<file path="config.mk">
export PLATFORM = sky130hd
export DESIGN_NAME = regfile_wb_ctrl_flat
export DESIGN_NICKNAME = d
export VERILOG_FILES = /design/src/rtl/regfile_wb_ctrl_if.sv /design/src/rtl/regfile_wb_ctrl.sv /design/src/flat_wrapper.sv
export SDC_FILE = /design/constraint.sdc
export NUM_CORES = 1
export LEC_CHECK = 0
export CORE_ASPECT_RATIO = 1.5
export CORE_UTILIZATION = 46
export CTS_CLUSTER_SIZE = 16
export DETAILED_ROUTE_END_ITERATION = 10
export GPL_TIMING_DRIVEN = 0
export HOLD_SLACK_MARGIN = 0.05
export PLACE_DENSITY = 0.79
export SKIP_CTS_REPAIR_TIMING = 1
export SLEW_MARGIN = 0
export SYNTH_ARGS = -nofsm -noshare
export SYNTH_HDL_FRONTEND = slang
export SYNTH_SLANG_ARGS = --single-unit
</file>
<file path="constraint.sdc">
create_clock -name clk -period 3.1 [get_ports clk]
set_input_delay 0.62 -clock clk [delete_from_list [all_inputs] [get_ports clk]]
set_output_delay 0.62 -clock clk [all_outputs]
set_load 0.01 [all_outputs]
</file>
<file path="src/rtl/regfile_wb_ctrl_if.sv">
// Write-back bus bundle: execute-side request (A), load-unit request (B),
// scoreboard/decode inputs, and the register-file write port.
interface regfile_wb_ctrl_if;
    logic        a_valid;
    logic [4:0]  a_rd;
    logic [31:0] a_data;
    logic        a_stall;
    logic        b_valid;
    logic [4:0]  b_rd;
    logic [31:0] b_data;
    logic        b_ready;
    logic        ld_issue;
    logic [4:0]  ld_rd;
    logic [4:0]  rs1;
    logic [4:0]  rs2;
    logic        hazard;
    logic        byp1;
    logic        byp2;
    logic        wb_we;
    logic [4:0]  wb_rd;
    logic [31:0] wb_data;

    modport slave (
        input  a_valid, a_rd, a_data, b_valid, b_rd, b_data,
               ld_issue, ld_rd, rs1, rs2,
        output a_stall, b_ready, hazard, byp1, byp2, wb_we, wb_rd, wb_data
    );

    modport master (
        output a_valid, a_rd, a_data, b_valid, b_rd, b_data,
               ld_issue, ld_rd, rs1, rs2,
        input  a_stall, b_ready, hazard, byp1, byp2, wb_we, wb_rd, wb_data
    );
endinterface

</file>
<file path="src/rtl/regfile_wb_ctrl.sv">
// Shares the register-file write port between the execute pipe (A) and the
// load unit (B), with a load scoreboard and write-in-flight bypass flags.
//
// state   | meaning
// NORMAL  | A has priority; B accepted only when A is idle
// GRANT_B | one-cycle forced grant to a starved B; A is frozen
module regfile_wb_ctrl #(
    parameter int STARVE_MAX = 4
) (
    input logic              clk,
    input logic              resetn,
    regfile_wb_ctrl_if.slave bus
);
    typedef enum logic {NORMAL = 1'b0, GRANT_B = 1'b1} state_t;

    localparam logic [3:0] CNT_LAST = 4'(STARVE_MAX - 1);

    state_t      state_q, state_d;
    logic [3:0]  cnt_q, cnt_d;
    logic [31:0] pend_q, pend_d;
    logic        we_q, we_d;
    logic [4:0]  rd_q, rd_d;
    logic [31:0] data_q, data_d;

    logic        a_acc;
    logic        b_acc;
    logic        b_rdy;
    logic        byp1;
    logic        byp2;

    always_ff @(posedge clk or negedge resetn) begin
        if (!resetn) begin
            state_q <= NORMAL;
            cnt_q   <= '0;
            pend_q  <= '0;
            we_q    <= 1'b0;
            rd_q    <= '0;
            data_q  <= '0;
        end else begin
            state_q <= state_d;
            cnt_q   <= cnt_d;
            pend_q  <= pend_d;
            we_q    <= we_d;
            rd_q    <= rd_d;
            data_q  <= data_d;
        end
    end

    // Counter clears whenever B is not being blocked, including inside GRANT_B.
    always_comb begin
        state_d = NORMAL;
        cnt_d   = '0;
        b_rdy   = 1'b1;
        a_acc   = 1'b0;
        unique case (state_q)
            NORMAL: begin
                b_rdy = ~bus.a_valid;
                a_acc = bus.a_valid;
                if (bus.b_valid && bus.a_valid) begin
                    if (cnt_q == CNT_LAST) begin
                        state_d = GRANT_B;
                    end else begin
                        cnt_d = cnt_q + 4'd1;
                    end
                end
            end
            GRANT_B: begin
                b_rdy = 1'b1;
            end
        endcase
    end

    assign b_acc = bus.b_valid & b_rdy;

    // x0 requests are consumed without touching the held wb_rd/wb_data.
    always_comb begin
        we_d   = 1'b0;
        rd_d   = rd_q;
        data_d = data_q;
        if (a_acc) begin
            if (bus.a_rd != 5'd0) begin
                we_d   = 1'b1;
                rd_d   = bus.a_rd;
                data_d = bus.a_data;
            end
        end else if (b_acc) begin
            if (bus.b_rd != 5'd0) begin
                we_d   = 1'b1;
                rd_d   = bus.b_rd;
                data_d = bus.b_data;
            end
        end
    end

    // Set is applied after clear so a same-index issue/return stays pending.
    always_comb begin
        pend_d = pend_q;
        if (b_acc) begin
            pend_d[bus.b_rd] = 1'b0;
        end
        if (bus.ld_issue && (bus.ld_rd != 5'd0)) begin
            pend_d[bus.ld_rd] = 1'b1;
        end
        pend_d[0] = 1'b0;
    end

    assign byp1 = we_q & (rd_q == bus.rs1) & (bus.rs1 != 5'd0);
    assign byp2 = we_q & (rd_q == bus.rs2) & (bus.rs2 != 5'd0);

    assign bus.a_stall = (state_q == GRANT_B);
    assign bus.b_ready = b_rdy;
    assign bus.byp1    = byp1;
    assign bus.byp2    = byp2;
    assign bus.hazard  = (pend_q[bus.rs1] & ~byp1) | (pend_q[bus.rs2] & ~byp2);
    assign bus.wb_we   = we_q;
    assign bus.wb_rd   = rd_q;
    assign bus.wb_data = data_q;
endmodule

</file>
<file path="src/flat_wrapper.sv">
// flat-port wrapper written by rule: the top's interface ports become plain ports
module regfile_wb_ctrl_flat 
#(
    parameter int STARVE_MAX = 4
)
  (clk, resetn, bus_a_valid, bus_a_rd, bus_a_data, bus_b_valid, bus_b_rd, bus_b_data, bus_ld_issue, bus_ld_rd, bus_rs1, bus_rs2, bus_a_stall, bus_b_ready, bus_hazard, bus_byp1, bus_byp2, bus_wb_we, bus_wb_rd, bus_wb_data);
  regfile_wb_ctrl_if bus_i ();
  input logic clk;
  input logic resetn;
  input wire logic [$bits(bus_i.a_valid)-1:0] bus_a_valid;
  input wire logic [$bits(bus_i.a_rd)-1:0] bus_a_rd;
  input wire logic [$bits(bus_i.a_data)-1:0] bus_a_data;
  input wire logic [$bits(bus_i.b_valid)-1:0] bus_b_valid;
  input wire logic [$bits(bus_i.b_rd)-1:0] bus_b_rd;
  input wire logic [$bits(bus_i.b_data)-1:0] bus_b_data;
  input wire logic [$bits(bus_i.ld_issue)-1:0] bus_ld_issue;
  input wire logic [$bits(bus_i.ld_rd)-1:0] bus_ld_rd;
  input wire logic [$bits(bus_i.rs1)-1:0] bus_rs1;
  input wire logic [$bits(bus_i.rs2)-1:0] bus_rs2;
  output wire logic [$bits(bus_i.a_stall)-1:0] bus_a_stall;
  output wire logic [$bits(bus_i.b_ready)-1:0] bus_b_ready;
  output wire logic [$bits(bus_i.hazard)-1:0] bus_hazard;
  output wire logic [$bits(bus_i.byp1)-1:0] bus_byp1;
  output wire logic [$bits(bus_i.byp2)-1:0] bus_byp2;
  output wire logic [$bits(bus_i.wb_we)-1:0] bus_wb_we;
  output wire logic [$bits(bus_i.wb_rd)-1:0] bus_wb_rd;
  output wire logic [$bits(bus_i.wb_data)-1:0] bus_wb_data;
  assign bus_i.a_valid = bus_a_valid;
  assign bus_i.a_rd = bus_a_rd;
  assign bus_i.a_data = bus_a_data;
  assign bus_i.b_valid = bus_b_valid;
  assign bus_i.b_rd = bus_b_rd;
  assign bus_i.b_data = bus_b_data;
  assign bus_i.ld_issue = bus_ld_issue;
  assign bus_i.ld_rd = bus_ld_rd;
  assign bus_i.rs1 = bus_rs1;
  assign bus_i.rs2 = bus_rs2;
  assign bus_a_stall = bus_i.a_stall;
  assign bus_b_ready = bus_i.b_ready;
  assign bus_hazard = bus_i.hazard;
  assign bus_byp1 = bus_i.byp1;
  assign bus_byp2 = bus_i.byp2;
  assign bus_wb_we = bus_i.wb_we;
  assign bus_wb_rd = bus_i.wb_rd;
  assign bus_wb_data = bus_i.wb_data;
  regfile_wb_ctrl #(.STARVE_MAX(STARVE_MAX)) u_core (.clk(clk), .resetn(resetn), .bus(bus_i));
endmodule
</file>
Yosys cells after proc, flatten, opt, wreduce, memory -nomap -nowiden. Index checks and enable logic that the tools add are counted.

Register bits after elaboration: 74. Output and inout bits: 43. Bits in latches: 0. Memory bits (read-only): 0. Logic and storage cells: 74. Memories kept: 0. Memory bits (writable): 0.

Reductions and logical operators: 12. Order comparisons: 6. Eq/ne operators: 4. Muxes and demuxes: 30. Bitwise gates (word level): 15. Div/mod/pow operators: 0. $add $sub $neg: 1. Multipliers: 0. Shift operators: 0.

Operators with widths (number): $mux W32 (6); $and A32 B32 Y32 (1); $not A32 Y32 (1); $or A32 B32 Y32 (1); $reduce_bool A5 Y1 (5); $lt A5 B6 Y1 const B (4); $mux W5 (4); $mux W1 (12); $mux W4 (3); $bmux W1 S5 (2); $demux W1 S5 (2); $eq A5 B5 Y1 (2); $ge A5 B1 Y1 const B (2); $and A1 B1 Y1 (7); $add A4 B1 Y4 const B (1); $eq A4 B2 Y1 const B (1); $logic_and A1 B1 Y1 (4); $not A1 Y1 (4); $reduce_bool A2 Y1 (2); $reduce_and A3 Y1 (1); $ne A2 B2 Y1 const B (1); $pmux W1 S2 (1); $or A1 B1 Y1 (1).

Logic depth before layout (Yosys ltp).
Word-level depth: 9. Gate-level depth with buffers: 8. Gate-level depth less buffers: 6.

Least setup slack after synthesis. No wires, ideal clock.

Path type: input -> output. Start: input port bus_rs1[2]. End: output port bus_hazard. Arrival: 1.977 ns. Setup slack: 0.503 ns. Stages on the path: 6. Buffers on the path: 1. Cells stage by stage: clkbuf_1 -> mux4_2 -> and3_1 -> a31oi_1 -> o311a_1 -> o31ai_1.

Word-level cells in the longest chain between the ends: 6.

Ends and longest elaborated chain: from (decl) (line flat_wrapper.sv:18) `input wire logic [$bits(bus_i.rs1)-1:0] bus_rs1;`; branches (longest 4 deep; another with $bmux W1 S5); $and A1 B1 Y1 (*) (line regfile_wb_ctrl.sv:114) `assign bus.hazard = (pend_q[bus.rs1] & ~byp1) | (pend_q[bus.rs2] & ~byp2);`; $or A1 B1 Y1 (*) (line regfile_wb_ctrl.sv:114); to (decl) (line flat_wrapper.sv:22) `output wire logic [$bits(bus_i.hazard)-1:0] bus_hazard;`.

Every way passes the cells marked *. The select of a mux whose other input is x is not followed.

Worst setup path in the final report.
Start: input port bus_rs1[3]. End: output port bus_hazard.

Same word-level chain as after synthesis.

==> load_flow_metrics.sql <==
INSERT INTO impl_metrics (metric_group, metric, value, unit) VALUES
('timing', 'final_hold_viol_count', '0', ''),
('yosys', 'synth_sequential_area_ratio', '0.459', ''),
('yosys', 'yosys.area_share.xor_xnor', '0.0195', ''),
('min_path', 'hold_path.class', 'primary input to asynchronous set/reset pin', ''),
('yosys', 'synth_top_family_by_area', 'simple AND/OR/NAND/NOR gates', ''),
('yosys', 'synth_area', '4030', 'um2'),
('clocking', 'clkSinkCount', '74', ''),
('yosys', 'avgSynthCellArea', '9.38', 'um2'),
('yosys', 'synth_seq_cells', '74', ''),
('clocking', 'tritoncts_clock_tree', 'done', ''),
('routing', 'met2_wirelength', '6330', 'um'),
('routing', 'routedLengthMet1', '4290', 'um'),
('global_route', 'first_global_vias', '3801', ''),
('floorplanning', 'design.die.area', '9160', 'um2'),
('power', 'p_per_area', '514', 'nW/um2'),
('routing', 'drt_wl_total', '11600', 'um'),
('yosys', 'area_share_of_and_or_nand_nor_cells_after_synthesis', '0.203', ''),
('routing', 'dr_total_vias', '3868', ''),
('timing', 'final.min_clock_period', '3000', 'ps'),
('timing', 'tightest_slew', '904', 'ps'),
('clocking', 'ctsLongestPathBuffers', '2', ''),
('worst_setup_path', 'worst_setup_path_start_kind', 'primary input', ''),
('routing', 'drt_pre_antenna_iters', '5', ''),
('routing', 'drt_first_iter_violations', '340', ''),
('layout', 'most_frequent_cells_in_the_layout', 'sky130_fd_sc_hd__clkdlybuf4s50_1, sky130_fd_sc_hd__nand2_1, sky130_fd_sc_hd__dfrtp_1', ''),
('routing', 'routedWlPerCell', '17.1', 'um'),
('global_route', 'antenna_found_initial', '0', ''),
('global_route', 'globalRouteOverflowTotal', '0', ''),
('worst_setup_path', 'worst-endpoint-arrival', '2380', 'ps'),
('status', 'run_status', 'completed', ''),
('layout', 'fill_cells', '690', ''),
('timing', 'rsz0062_at_grt', 'no', ''),
('yosys', 'postSynth.topFlopCell', 'sky130_fd_sc_hd__dfrtp_1', ''),
('yosys', 'synth_compound_area_frac', '0.183', ''),
('floorplanning', 'y_dimension_of_the_die', '117', 'um'),
('layout', 'final_design_area_no_fill', '5720', 'um2'),
('placed_design', 'placement.cell_area', '5450', 'um2'),
('power', 'static-leakage-power', '2.29', 'nW'),
('yosys', 'synth-edff-count', '0', ''),
('clocking', 'clkTransAtPathRegs', '60', 'ps'),
('yosys', 'synth_adder_area_share', '0.00310', ''),
('timing', 'final.period_utilization', '0.968', ''),
('yosys', 'netlist_instances', '430', ''),
('layout', 'antenna_cells', '0', ''),
('layout', 'final_net_count', '664', ''),
('layout', 'post_route_cells_drive_above_1_share', '0.110', ''),
('global_route', 'track_usage', '0.262', ''),
('floorplanning', 'ios', '137', ''),
('routing', 'post-route-drc-count', '0', ''),
('timing', 'final-setup-viol-count', '0', ''),
('routing', 'post_drt_antenna_nets', '0', ''),
('timing', 'drv_slew', '0', ''),
('routing', 'vias_per_cell', '5.68', ''),
('floorplanning', 'core_area', '8460', 'um2'),
('placed_design', 'detailedPlacementHpwl', '8830', 'um'),
('layout', 'areaGrowthSynthToFinish', '41.8', '%'),
('yosys', 'synth.mux.area_fraction', '0.0828', ''),
('clocking', 'cts-buffers-inserted', '9', ''),
('timing', 'skew', '5.70', 'ps'),
('floorplanning', 'effective_utilization_at_floorplan', '0.477', ''),
('yosys', 'asyncSetResetFlopFracSynth', '1.00', ''),
('clocking', 'cts.htree.levels', '3', ''),
('worst_setup_path', 'path_class', 'primary input to output port', ''),
('clocking', 'root_buffer', 'sky130_fd_sc_hd__clkbuf_16', ''),
('clocking', 'clkLatencyLatePin', '330', 'ps'),
('yosys', 'synth.lib_cells_used.distinct', '47', ''),
('placed_design', 'gp_congestion', '0.854', ''),
('worst_setup_path', 'required', '2480', 'ps'),
('timing', 'fmax', '0.333', 'GHz'),
('placed_design', 'io_buffers', '128', ''),
('timing', 'slew_headroom', '0.397', '');
-- layer usage --
metal / track usage / vias up
met3: 0.0531 / 33
met1: 0.289 / 1834
met5: 0 / -
li1: - / 1816
met2: 0.484 / 185
met4: 0.119 / 0
-- path summary, 6_finish.rpt --
check,from,endpoint,slack (ps),depth (start not counted)
setup reg to reg,u_core.bus.a_stall,u_core.bus.wb_data[3],1200,5
min in group clk,u_core.cnt_q[0],u_core.cnt_q[0],470,1
setup / recovery,bus_rs1[3],bus_hazard,100,8
max in group asynchronous,resetn,u_core.pend_q[19],2090,1
hold reg to reg,u_core.cnt_q[0],u_core.cnt_q[0],470,1
hold / removal,resetn,u_core.bus.wb_data[14],420,1
-- final cells by class --
type / count / area [um2] / share of cell area
Multi-Input combinational cell: 319 / 1980 / 0.347
Buffer: 27 / 163 / 0.0284
Clock buffer: 13 / 250 / 0.0437
Tap cell: 107 / 134 / 0.0234
Sequential cell: 74 / 1850 / 0.324
Timing Repair Buffer: 128 / 1290 / 0.225
Clock inverter: 3 / 15.0 / 0.00262
Inverter: 10 / 37.5 / 0.00656
-- per-stage QoR --
stage	setup slack, ps	setup TNS, ps	cells	power [mW]
2_1_floorplan	503	0	430	1.62
3_3_place_gp	-1040	-76900	665	1.99
3_5_place_dp	-503	-706	665	2.02
4_1_cts	-507	-700	681	2.95
5_1_grt	13.6	0	681	3.08
6_report	101	0	681	2.94
-- registers in the layout (all words and copies together), names as in the netlist --
| signal | flops |
|---|---|
| u_core.bus.wb_data | 32 |
| u_core.pend_q | 31 |
| u_core.bus.wb_rd | 5 |
| u_core.cnt_q | 4 |
| u_core.bus.a_stall | 1 |
| u_core.bus.wb_we | 1 |
-- worst max-delay path: stages --
cell                              delay, ps
sky130_fd_sc_hd__clkdlybuf4s50_1        480
sky130_fd_sc_hd__clkbuf_2               240
sky130_fd_sc_hd__mux4_2                 320
sky130_fd_sc_hd__nor2_1                 100
sky130_fd_sc_hd__a21oi_1                 50
sky130_fd_sc_hd__a311oi_1               290
sky130_fd_sc_hd__o31ai_1                100
sky130_fd_sc_hd__dlymetal6s2s_1         170
-- power breakdown --
| part | internal [mW] | switching (mW) | total, mW |
|---|---|---|---|
| clock | 0.560 | 0.374 | 0.934 |
| sequential | 1.13 | 0.131 | 1.26 |
| combinational | 0.421 | 0.325 | 0.746 |
| total | 2.11 | 0.831 | 2.94 |
-- logic make-up after synthesis --
kind of cell | after synthesis
AND/OR/NAND/NOR | 173
AO/OA/AOI/OAI | 118
flip-flops | 74
buffers and inverters | 37
multiplexers | 18
XOR/XNOR | 9
adder cells (fa/ha/maj) | 1
-- synthesized netlist by cell type (5+ instances only) --
master | count | share of area
sky130_fd_sc_hd__o21ai_0 | 65 | 0.081
sky130_fd_sc_hd__nor2_2 | 8 | 0.012
sky130_fd_sc_hd__nor3b_1 | 8 | 0.015
sky130_fd_sc_hd__buf_6 | 7 | 0.020
sky130_fd_sc_hd__nand3_1 | 8 | 0.0099
sky130_fd_sc_hd__nand3b_1 | 9 | 0.017
sky130_fd_sc_hd__mux4_2 | 12 | 0.067
sky130_fd_sc_hd__xor2_1 | 7 | 0.015
sky130_fd_sc_hd__nor2_1 | 35 | 0.033
sky130_fd_sc_hd__inv_1 | 9 | 0.0084
sky130_fd_sc_hd__a31oi_1 | 30 | 0.047
sky130_fd_sc_hd__a31oi_2 | 9 | 0.028
sky130_fd_sc_hd__dfrtp_1 | 74 | 0.46
sky130_fd_sc_hd__nand2_1 | 80 | 0.074
sky130_fd_sc_hd__clkbuf_1 | 17 | 0.016
sky130_fd_sc_hd__nor2b_1 | 5 | 0.0078
No activity file was read; power rests on OpenSTA's default activity.
==> variant: new RTL, same flow settings <==
Reset style: synchronous (`resetn`), changed in one clocked block.
--- a/src/rtl/regfile_wb_ctrl.sv
+++ b/src/rtl/regfile_wb_ctrl.sv
@@ -28,7 +28,7 @@
     logic        byp1;
     logic        byp2;
 
-    always_ff @(posedge clk or negedge resetn) begin
+    always_ff @(posedge clk) begin
         if (!resetn) begin
             state_q <= NORMAL;
             cnt_q   <= '0;
Function: differs if resetn is asserted again (counterexample within 4 cycles, from zero or initial values and one cycle with resetn low); with resetn held inactive, the same outputs for 4 cycles.
==> variant against the unedited design <==
- combinational power fell by 33%
- sequential cell count did not move
- total power fell by 14%
- worst setup slack improved by 0.071 ns
- wire length rose by 4.0%
- utilization fell by 0.46 points
- first-iteration DRC count fell by 21%
- via count rose by 3.7%
- area after synthesis did not move
- cell area fell by 0.68%
- critical endpoint is now bus_byp1
- largest power group unchanged
==> variant: results (changes against the unedited design) <==
metric,value,unit,change
synth_area_leaders,"dfxtp_1, o211a_1, nand2_1",,"was dfrtp_1, o21ai_0, nand2_1"
fin_skew,0.00417,ns,was 0.00570 ns
grt_usage,27.3,%,was 26.2%
synth.distinct_cells,40,,was 47
pg_seq,1.04,mW,was 1.26 mW
place_congestion,0.843,,was 0.854
grt_pass1_wl,19100,um,was 18200 um
tightest_slew,0.483,ns,was 0.904 ns
grt_util_met2,51.4,%,was 48.4%
netlist_top_cells_count,"nand2_1, dfxtp_1, o21ai_0",,"was nand2_1, dfrtp_1, o21ai_0"
vias,4011,,was 3868
path_max_fanout,5,,was 10
nets,690,,was 664
synth_flop_cell,dfxtp_1,,was dfrtp_1
cts_buffers,9,,unchanged
fillers,731,,was 690
synth-compound-area-share,19.5,%,was 18.3%
syn_nets,558,,was 525
dp_hpwl,9380,um,was 8830 um
use_met3,6.80,%,was 5.31%
reg2reg_slack,1.26,ns,was 1.20 ns
worst_slack,0.171,ns,was 0.101 ns
ys_seq_area_share,36.7,%,was 45.9%
wl_met1,4280,um,was 4290 um
cp.arrival,2.31,ns,was 2.38 ns
drt-initial-drc-count,267,,was 340
internal_power,1.88,mW,was 2.11 mW
io_buffers,121,,was 128
place_ws,-0.137,ns,was -0.503 ns
wl_per_cell,17.1,um,about the same
wl_met2,6700,um,was 6330 um
drive_gt1_share,9.00,%,was 11.0%
leakage,2.46,nW,was 2.29 nW
yosys.area_share.xor_xnor,2.17,%,was 1.95%
muxShareOfSynthArea,10.5,%,was 8.28%
grtUsageMet1,27.5,%,was 28.9%
grt_max_degree,12,,was 75
wl_met3,821,um,was 696 um
p_comb_share,19.9,%,was 25.4%
hold_class,reg2reg,,was in2async
async_flop_share,0,%,was 100%
power.share.sequential,41.3,%,was 42.8%
largest_register_ffs,32,,unchanged
drt_pass1_iterations,5,,unchanged
status,completed,,unchanged
==> variant: cell count changes in the layout (fill, tap and decap cells not counted), sizes merged, moves of 9 or more <==
cell | unedited run | this run
and2 | 1 | 31
nand3 | 8 | 47
nor2 | 43 | 11
dfxtp | 0 | 74
clkbuf | 29 | 38
o211a | 0 | 37
a31oi | 39 | 2
dfrtp | 74 | 0
==> variant: worst max-delay path: stages <==
cell,delay (ns)
clkdlybuf4s50_1,0.49
or3_1,0.39
a211oi_2,0.23
clkdlybuf4s50_1,0.57
==> variant: through the flow <==
stage          std cells  cell area [um2]  hold slack (ns)  utilization, %
2_1_floorplan        463             4030            0.418               -
3_3_place_gp         691             5380            0.428            63.5
3_5_place_dp         691             5380            0.457            63.5
4_1_cts              707             5660            0.469            66.9
5_1_grt              707             5680            0.483            67.1
6_report             707             5680            0.465            67.1
==> variant: path summary, 6_finish.rpt <==
path | start | endpoint | cells past startpoint
hold reg to reg | u_core.cnt_q[0]$_SDFF_PP0_ | u_core.cnt_q[0]$_SDFF_PP0_ | 1
setup / recovery | bus_rs1[4] | bus_byp1 | 4
hold / removal | u_core.cnt_q[0]$_SDFF_PP0_ | u_core.cnt_q[0]$_SDFF_PP0_ | 1
setup reg to reg | u_core.bus.a_stall$_SDFF_PP0_ | u_core.bus.wb_data[12]$_SDFFE_PN0P_ | 7
==> variant: layout make-up <==
type | count | area, um2 | area share [%]
Clock inverter | 2 | 10.0 | 0.176
Inverter | 5 | 18.8 | 0.330
Buffer | 38 | 234 | 4.12
Sequential cell | 74 | 1480 | 26.1
Multi-Input combinational cell | 346 | 2310 | 40.7
Tap cell | 107 | 134 | 2.36
Clock buffer | 14 | 274 | 4.82
Timing Repair Buffer | 121 | 1220 | 21.4
